<file path="src/rtl/ycr_dmem_router_mp_pkg.sv">
// ycr_dmem_router_mp_pkg: shared memory-interface encodings and tag-width helper
//   memif_resp_e  : NOTRDY / RDY_OK / RDY_ER response codes
//   memif_cmd_e   : read / write command codes
//   memif_width_e : byte / half / word access widths
//   tag_width()   : bits needed to tag N_PORTS targets plus the internal error responder
package ycr_dmem_router_mp_pkg;

    typedef enum logic [1:0] {
        MEMIF_NOTRDY = 2'd0,
        MEMIF_RDY_OK = 2'd1,
        MEMIF_RDY_ER = 2'd2
    } memif_resp_e;

    typedef enum logic {
        MEMIF_CMD_RD = 1'b0,
        MEMIF_CMD_WR = 1'b1
    } memif_cmd_e;

    typedef enum logic [1:0] {
        MEMIF_BYTE  = 2'd0,
        MEMIF_HWORD = 2'd1,
        MEMIF_WORD  = 2'd2
    } memif_width_e;

    function automatic int tag_width(input int n_ports);
        return (n_ports < 1) ? 1 : $clog2(n_ports + 1);
    endfunction

endpackage

</file>
<file path="src/rtl/ycr_dmem_rt_tagfifo.sv">
// ycr_dmem_rt_tagfifo: DEPTH x TAGW FIFO of target tags for in-flight requests
//   clk, rst_n      : clock, asynchronous active-low reset
//   push, push_tag  : enqueue a tag
//   pop             : dequeue the head tag
//   head_tag        : oldest tag, last_tag : most recently pushed tag
//   cnt, full, empty: occupancy
module ycr_dmem_rt_tagfifo #(
    parameter  int DEPTH = 2,
    parameter  int TAGW  = 3,
    localparam int CW    = $clog2(DEPTH + 1),
    localparam int PW    = (DEPTH > 1) ? $clog2(DEPTH) : 1
) (
    input  logic            clk,
    input  logic            rst_n,
    input  logic            push,
    input  logic            pop,
    input  logic [TAGW-1:0] push_tag,
    output logic [TAGW-1:0] head_tag,
    output logic [TAGW-1:0] last_tag,
    output logic [CW-1:0]   cnt,
    output logic            full,
    output logic            empty
);
    logic [TAGW-1:0] mem [DEPTH];
    logic [PW-1:0]   head, tail;

    function automatic logic [PW-1:0] nxt(input logic [PW-1:0] p);
        return (p == PW'(DEPTH - 1)) ? '0 : p + 1'b1;
    endfunction

    always_ff @(posedge clk or negedge rst_n) begin
        if (!rst_n) begin
            head     <= '0;
            tail     <= '0;
            cnt      <= '0;
            last_tag <= '0;
            for (int i = 0; i < DEPTH; i++) mem[i] <= '0;
        end else begin
            if (push) begin
                mem[tail] <= push_tag;
                tail      <= nxt(tail);
                last_tag  <= push_tag;
            end
            if (pop) head <= nxt(head);
            cnt <= cnt + CW'(push) - CW'(pop);
        end
    end

    assign head_tag = mem[head];
    assign full     = cnt == CW'(DEPTH);
    assign empty    = cnt == '0;

endmodule

</file>
<file path="src/rtl/ycr_dmem_router_mp.sv">
// ycr_dmem_router_mp: N-port in-order DMEM router with pipelined same-target requests
//   clk, rst_n                 : clock, asynchronous active-low reset
//   dmem_*                     : core-side request/response interface
//   port_req, port_req_ack     : per-target request handshake
//   port_cmd/width/addr/wdata  : request fields broadcast to every target
//   port_rdata, port_resp      : per-target response, port i at slice i
module ycr_dmem_router_mp
    import ycr_dmem_router_mp_pkg::*;
#(
    parameter int                        N_PORTS       = 4,
    parameter int                        AWIDTH        = 32,
    parameter int                        DWIDTH        = 32,
    parameter int                        OUTSTD        = 2,
    parameter logic [N_PORTS*AWIDTH-1:0] ADDR_MASK     = {N_PORTS{32'hFFFF_0000}},
    parameter logic [N_PORTS*AWIDTH-1:0] ADDR_PATTERN  = {32'h0003_0000, 32'h0002_0000,
                                                          32'h0001_0000, 32'h0000_0000},
    parameter bit                        MISS_TO_PORT0 = 1'b1
) (
    input  logic                   clk,
    input  logic                   rst_n,
    input  logic                   dmem_req,
    output logic                   dmem_req_ack,
    input  logic                   dmem_cmd,
    input  logic [1:0]             dmem_width,
    input  logic [AWIDTH-1:0]      dmem_addr,
    input  logic [DWIDTH-1:0]      dmem_wdata,
    output logic [DWIDTH-1:0]      dmem_rdata,
    output logic [1:0]             dmem_resp,
    output logic [N_PORTS-1:0]     port_req,
    input  logic [N_PORTS-1:0]     port_req_ack,
    output logic                   port_cmd,
    output logic [1:0]             port_width,
    output logic [AWIDTH-1:0]      port_addr,
    output logic [DWIDTH-1:0]      port_wdata,
    input  logic [N_PORTS*DWIDTH-1:0] port_rdata,
    input  logic [N_PORTS*2-1:0]   port_resp
);
    localparam int              TAGW = tag_width(N_PORTS);
    localparam int              CW   = $clog2(OUTSTD + 1);
    localparam logic [TAGW-1:0] ERR  = TAGW'(N_PORTS);

    logic [TAGW-1:0]   sel, head_tag, last_tag;
    logic [CW-1:0]     cnt;
    logic              full, empty, push, pop, head_err, room, drained, can_issue;
    logic [1:0]        p_resp;
    logic [DWIDTH-1:0] p_rdata;

    // Scanning downwards leaves the lowest matching window as the winner.
    always_comb begin
        sel = MISS_TO_PORT0 ? '0 : ERR;
        for (int i = N_PORTS - 1; i >= 0; i--)
            if ((dmem_addr & ADDR_MASK[i*AWIDTH +: AWIDTH]) == ADDR_PATTERN[i*AWIDTH +: AWIDTH])
                sel = TAGW'(i);
    end

    always_comb begin
        p_resp  = '0;
        p_rdata = '0;
        for (int i = 0; i < N_PORTS; i++)
            if (head_tag == TAGW'(i)) begin
                p_resp  = port_resp[i*2 +: 2];
                p_rdata = port_rdata[i*DWIDTH +: DWIDTH];
            end
    end

    // An ERR entry answers as soon as it reaches the head; the FIFO register
    // already places that at least one cycle after its push.
    assign head_err   = head_tag == ERR;
    assign pop        = !empty & (head_err | p_resp == MEMIF_RDY_OK | p_resp == MEMIF_RDY_ER);
    assign dmem_resp  = empty ? MEMIF_NOTRDY : head_err ? MEMIF_RDY_ER : p_resp;
    assign dmem_rdata = (empty | head_err) ? '0 : p_rdata;

    // Switching targets only after a full drain keeps responses in request order.
    assign room         = !full | pop;
    assign drained      = empty | (cnt == CW'(1) & pop);
    assign can_issue    = rst_n & room & (drained | sel == last_tag);
    assign port_req     = (dmem_req & can_issue & sel != ERR) ? N_PORTS'(1) << sel : '0;
    assign dmem_req_ack = (sel == ERR) ? dmem_req & can_issue : |(port_req & port_req_ack);
    assign push         = dmem_req & dmem_req_ack;

    assign port_cmd   = dmem_cmd;
    assign port_width = dmem_width;
    assign port_addr  = dmem_addr;
    assign port_wdata = dmem_wdata;

    ycr_dmem_rt_tagfifo #(.DEPTH(OUTSTD), .TAGW(TAGW)) u_tagfifo (
        .clk      (clk),
        .rst_n    (rst_n),
        .push     (push),
        .pop      (pop),
        .push_tag (sel),
        .head_tag (head_tag),
        .last_tag (last_tag),
        .cnt      (cnt),
        .full     (full),
        .empty    (empty)
    );

`ifdef YCR_TRGT_SIMULATION
    always @(posedge clk) begin
        if (rst_n) begin
            assert (!(dmem_req && $isunknown({dmem_cmd, dmem_width, sel})))
                else $error("X on request fields while dmem_req is high");
            assert (cnt <= CW'(OUTSTD))
                else $error("tag FIFO count above OUTSTD");
        end
    end
`endif

endmodule

</file>
<file path="config.mk">
export PLATFORM = sky130hd
export DESIGN_NAME = ycr_dmem_router_mp
export DESIGN_NICKNAME = d
export VERILOG_FILES = /design/src/rtl/ycr_dmem_router_mp_pkg.sv /design/src/rtl/ycr_dmem_rt_tagfifo.sv /design/src/rtl/ycr_dmem_router_mp.sv
export SDC_FILE = /design/constraint.sdc
export NUM_CORES = 1
export LEC_CHECK = 0
export CORE_AREA = 2 2 124 126
export CTS_CLUSTER_DIAMETER = 60
export CTS_CLUSTER_SIZE = 25
export DETAILED_ROUTE_END_ITERATION = 8
export DIE_AREA = 0 0 126 128
export HOLD_SLACK_MARGIN = 0.08
export PLACE_DENSITY = 0.58
export SLEW_MARGIN = 20
export SYNTH_ARGS = -nofsm -noshare
export SYNTH_HDL_FRONTEND = slang
export SYNTH_HIERARCHICAL = 1
export SYNTH_SLANG_ARGS = --single-unit
</file>
<file path="constraint.sdc">
create_clock -name clk -period 3.4 [get_ports clk]
set_input_delay 1.02 -clock clk [delete_from_list [all_inputs] [get_ports clk]]
set_output_delay 1.02 -clock clk [all_outputs]
set_load 0.05 [all_outputs]
</file>
==> results of run 1 <==
sequential cells by signal, summed over array words and instances, names as in the netlist:
| register | count |
|---|---|
| u_tagfifo/cnt | 2 |
| u_tagfifo/head | 1 |
| u_tagfifo/last_tag | 3 |
| u_tagfifo/mem | 6 |
| u_tagfifo/tail | 1 |
stage by stage:
step	hold slack (ns)	instances	setup TNS [ns]	utilization
floorplan	0.459	308	-1.07	-
global placement	0.472	655	-10.27	0.328
detailed placement	0.476	655	-10.60	0.328
CTS	0.493	660	-1.96	0.337
global route	0.509	664	-2.81	0.344
finish	0.491	664	-2.10	0.344
power groups by stage:
stage | Combinational, mW | Clock, mW | Sequential, mW
6_report | 2.20 | 0.219 | 0.255
3_3_place_gp | 2.11 | 0 | 0.247
3_5_place_dp | 2.13 | 0 | 0.250
4_1_cts | 2.20 | 0.224 | 0.256
5_1_grt | 2.32 | 0.236 | 0.263
2_1_floorplan | 1.51 | 0 | 0.239
cells in the mapped netlist, drive strengths merged:
cell / n
buf: 78
mux2: 74
nor2: 36
o22ai: 33
clkbuf: 13
dfrtp: 13
inv: 8
nor4: 6
mux2i: 5
nand2: 5
nor3: 5
nor2b: 3
xor2: 3
ha: 2
nand3: 2
or2: 2
or3: 2
xnor2: 2
a2111oi: 1
a211o: 1
a211oi: 1
a21o: 1
a21oi: 1
a31oi: 1
and2: 1
and4: 1
conb: 1
mux4: 1
nand2b: 1
nand4: 1
nor3b: 1
o221ai: 1
layout make-up:
class,count,share of cell area
Clock buffer,4,0.0154
Sequential cell,13,0.0639
Timing Repair Buffer,254,0.505
Inverter,8,0.00587
Multi-Input combinational cell,196,0.363
Tap cell,188,0.0460
Antenna cell,1,0.000489
layer usage:
metal  vias up  global-route usage
li1       1349                   -
met1      1322               0.133
met2       185               0.236
met3        21              0.0480
met4         0              0.0343
met5         -                   0
logic make-up after synthesis:
kind of cell / Yosys count / share of synthesized area
compound gates: 40 / 0.111
xor+xnor: 5 / 0.0170
fa+ha+maj: 2 / 0.00973
buf+inv: 99 / 0.252
flops: 13 / 0.126
mux: 80 / 0.357
other cells: 1 / 0.00146
simple gates: 66 / 0.125
critical path, cell delays in order:
cell and delay [ns]:
buf_8 0.10, nor4_4 0.27, and4_4 0.29, nand2_4 0.08, xor2_4 0.16, a211oi_4 0.60
nor3_4 0.11, buf_12 0.18
final timing paths:
path	startpoint	to	slack, ns	cells after the start
worst max-delay path	dmem_addr[27]	port_req[3]	-0.43	8
worst min-delay path	u_tagfifo/mem[1]	u_tagfifo/mem[1]	0.49	1
worst max register to register	u_tagfifo/head	u_tagfifo/cnt[1]	-0.01	15
worst min register to register	u_tagfifo/mem[1]	u_tagfifo/mem[1]	0.49	1
max in group asynchronous	rst_n	u_tagfifo/head	2.06	2
min in group asynchronous	rst_n	u_tagfifo/cnt[0]	1.15	2
what timing repair did:
item                                    4_1_cts  5_1_grt
endpoints found under the setup margin       17       33
gates cloned                                  0        0
pin swaps                                    15        9
hold endpoints to repair                      0        0
setup buffers                                 2        4
resized for setup                            99       21
==> impl_metrics.py, run 1 <==
metrics = {
    "setup_path": {
        "critPathCaptureType": "primary output",
        "cp-start-kind": "primary input",
        "critPathMaxFanout": 6,
        "critPathRequiredTime_ns": 2.38,
        "crit_arrival_ns": 2.81,
        "crit_type": "primary input to primary output",
    },
    "sta": {
        "max_freq_ghz": 0.261,
        "rsz0062_at_grt": "true",
        "relSlewSlack": 0.534,
        "hold_viol_final": 0,
        "period_minus_slack_ns": 3.83,
        "tightestPinTransition_ns": 0.699,
        "post-route-period-util": 1.13,
        "skew_ns": 0.00396,
        "report.final.slew_viol_count": 0,
        "finalSetupViolCount": 6,
        "layout_setup_ws_ns": -0.435,
    },
    "pwr": {
        "p_switching_mw": 1.44,
        "clockPowerShare": 0.082,
        "netSwitchingFraction": 0.538,
        "power_leakage_nw": 2.07,
        "seq_power_share": 0.095,
        "power.density_mw_per_mm2": 524,
        "intPower_mw": 1.24,
        "p_total_mw": 2.68,
        "ir_drop_v": 0.000242,
        "combinationalPowerShare": 0.823,
    },
    "synth": {
        "synthDistinctLibCells": 43,
        "ys_ff_latch": 13,
        "synth_seq_area_share": 0.126,
        "synth.avg_cell_area_sq_um": 8.41,
        "ys_top_cells_by_area": "mux2_2, buf_4, dfrtp_1",
        "synth_top_area_frac": 0.293,
        "synth_top_area_cell": "mux2_2",
        "netlist_area_sq_mm": 0.00257,
        "ys_warn_count": 6,
        "netlist_instances": 306,
    },
    "layout": {
        "fillers": 1518,
        "design_area_sq_mm": 0.00511,
        "area_delta_synth_final_pct": 98.7,
        "drive_gt1_frac": 0.469,
        "nNetsFinal": 688,
        "multiInputGateArea_sq_mm": 0.00186,
        "seqCellArea_sq_um": 327,
        "layout_commonest_cell": "clkdlybuf4s50_1",
        "mostFrequentLayoutCells": "clkdlybuf4s50_1, buf_4, mux2_2",
    },
    "placed_design": {
        "place_area_sq_mm": 0.00488,
        "dpl.hpwl_microns": 9360,
        "gp_congestion": 0.784,
        "place.port_buffers": 213,
        "place_ws_ns": -0.900,
    },
    "clock_network": {
        "cts-root-buf": "clkbuf_16",
        "htree_levels": 1,
        "cts_buffer_depth": 2,
        "cts_tree": "built",
        "cts_hold_buf": 0,
        "clk_pin_slew_worst_paths_ns": 0.04,
        "cts.sinks": 13,
        "clk_latency_ns": 0.24,
        "cts_buffers": 3,
    },
    "routing": {
        "m1WireLength_microns": 3910,
        "highest_layer": "met4",
        "dr.first_iter.drc_count": 65,
        "drc": 0,
        "wl_per_cell_microns": 17.0,
        "vias_per_cell": 4.33,
        "final_antenna_net_count": 0,
        "wl_microns": 11300,
        "met3RoutedLength_microns": 1210,
        "drt_pass1_iterations": 4,
        "wl_met2_microns": 5940,
        "via_count": 2877,
    },
    "die": {
        "die_h_microns": 128,
        "die_area_sq_mm": 0.0161,
        "coreArea_sq_mm": 0.0149,
        "die_x_microns": 126,
        "rows": 45,
        "initial_core_util": 0.173,
        "pin_count": 316,
    },
    "global_routing": {
        "grt_max_degree": 41,
        "grt_pass1_vias": 2978,
        "grt.total_usage": 0.127,
        "grt_pass1_wl_microns": 16300,
        "antenna_found_initial": 1,
        "overflow": 0,
    },
    "min_path": {
        "hp-class": "flip-flop to flip-flop",
    },
    "status": {
        "run_status": "finished, violations left",
        "violations": "negative setup slack",
    },
    "run": {
        "drv_cap": 0,
    },
}
(Power assumes the default switching activity.)
==> run 2: changes to the inputs <==
--- a/config.mk
+++ b/config.mk
@@ -10,6 +10,7 @@
 export CTS_CLUSTER_SIZE = 25
 export DETAILED_ROUTE_END_ITERATION = 8
 export DIE_AREA = 0 0 126 128
+export GPL_TIMING_DRIVEN = 1
 export HOLD_SLACK_MARGIN = 0.08
 export PLACE_DENSITY = 0.58
 export SLEW_MARGIN = 20
==> results of run 2 <==
No change in the layout: final DEF, timing and power equal those of run 1.
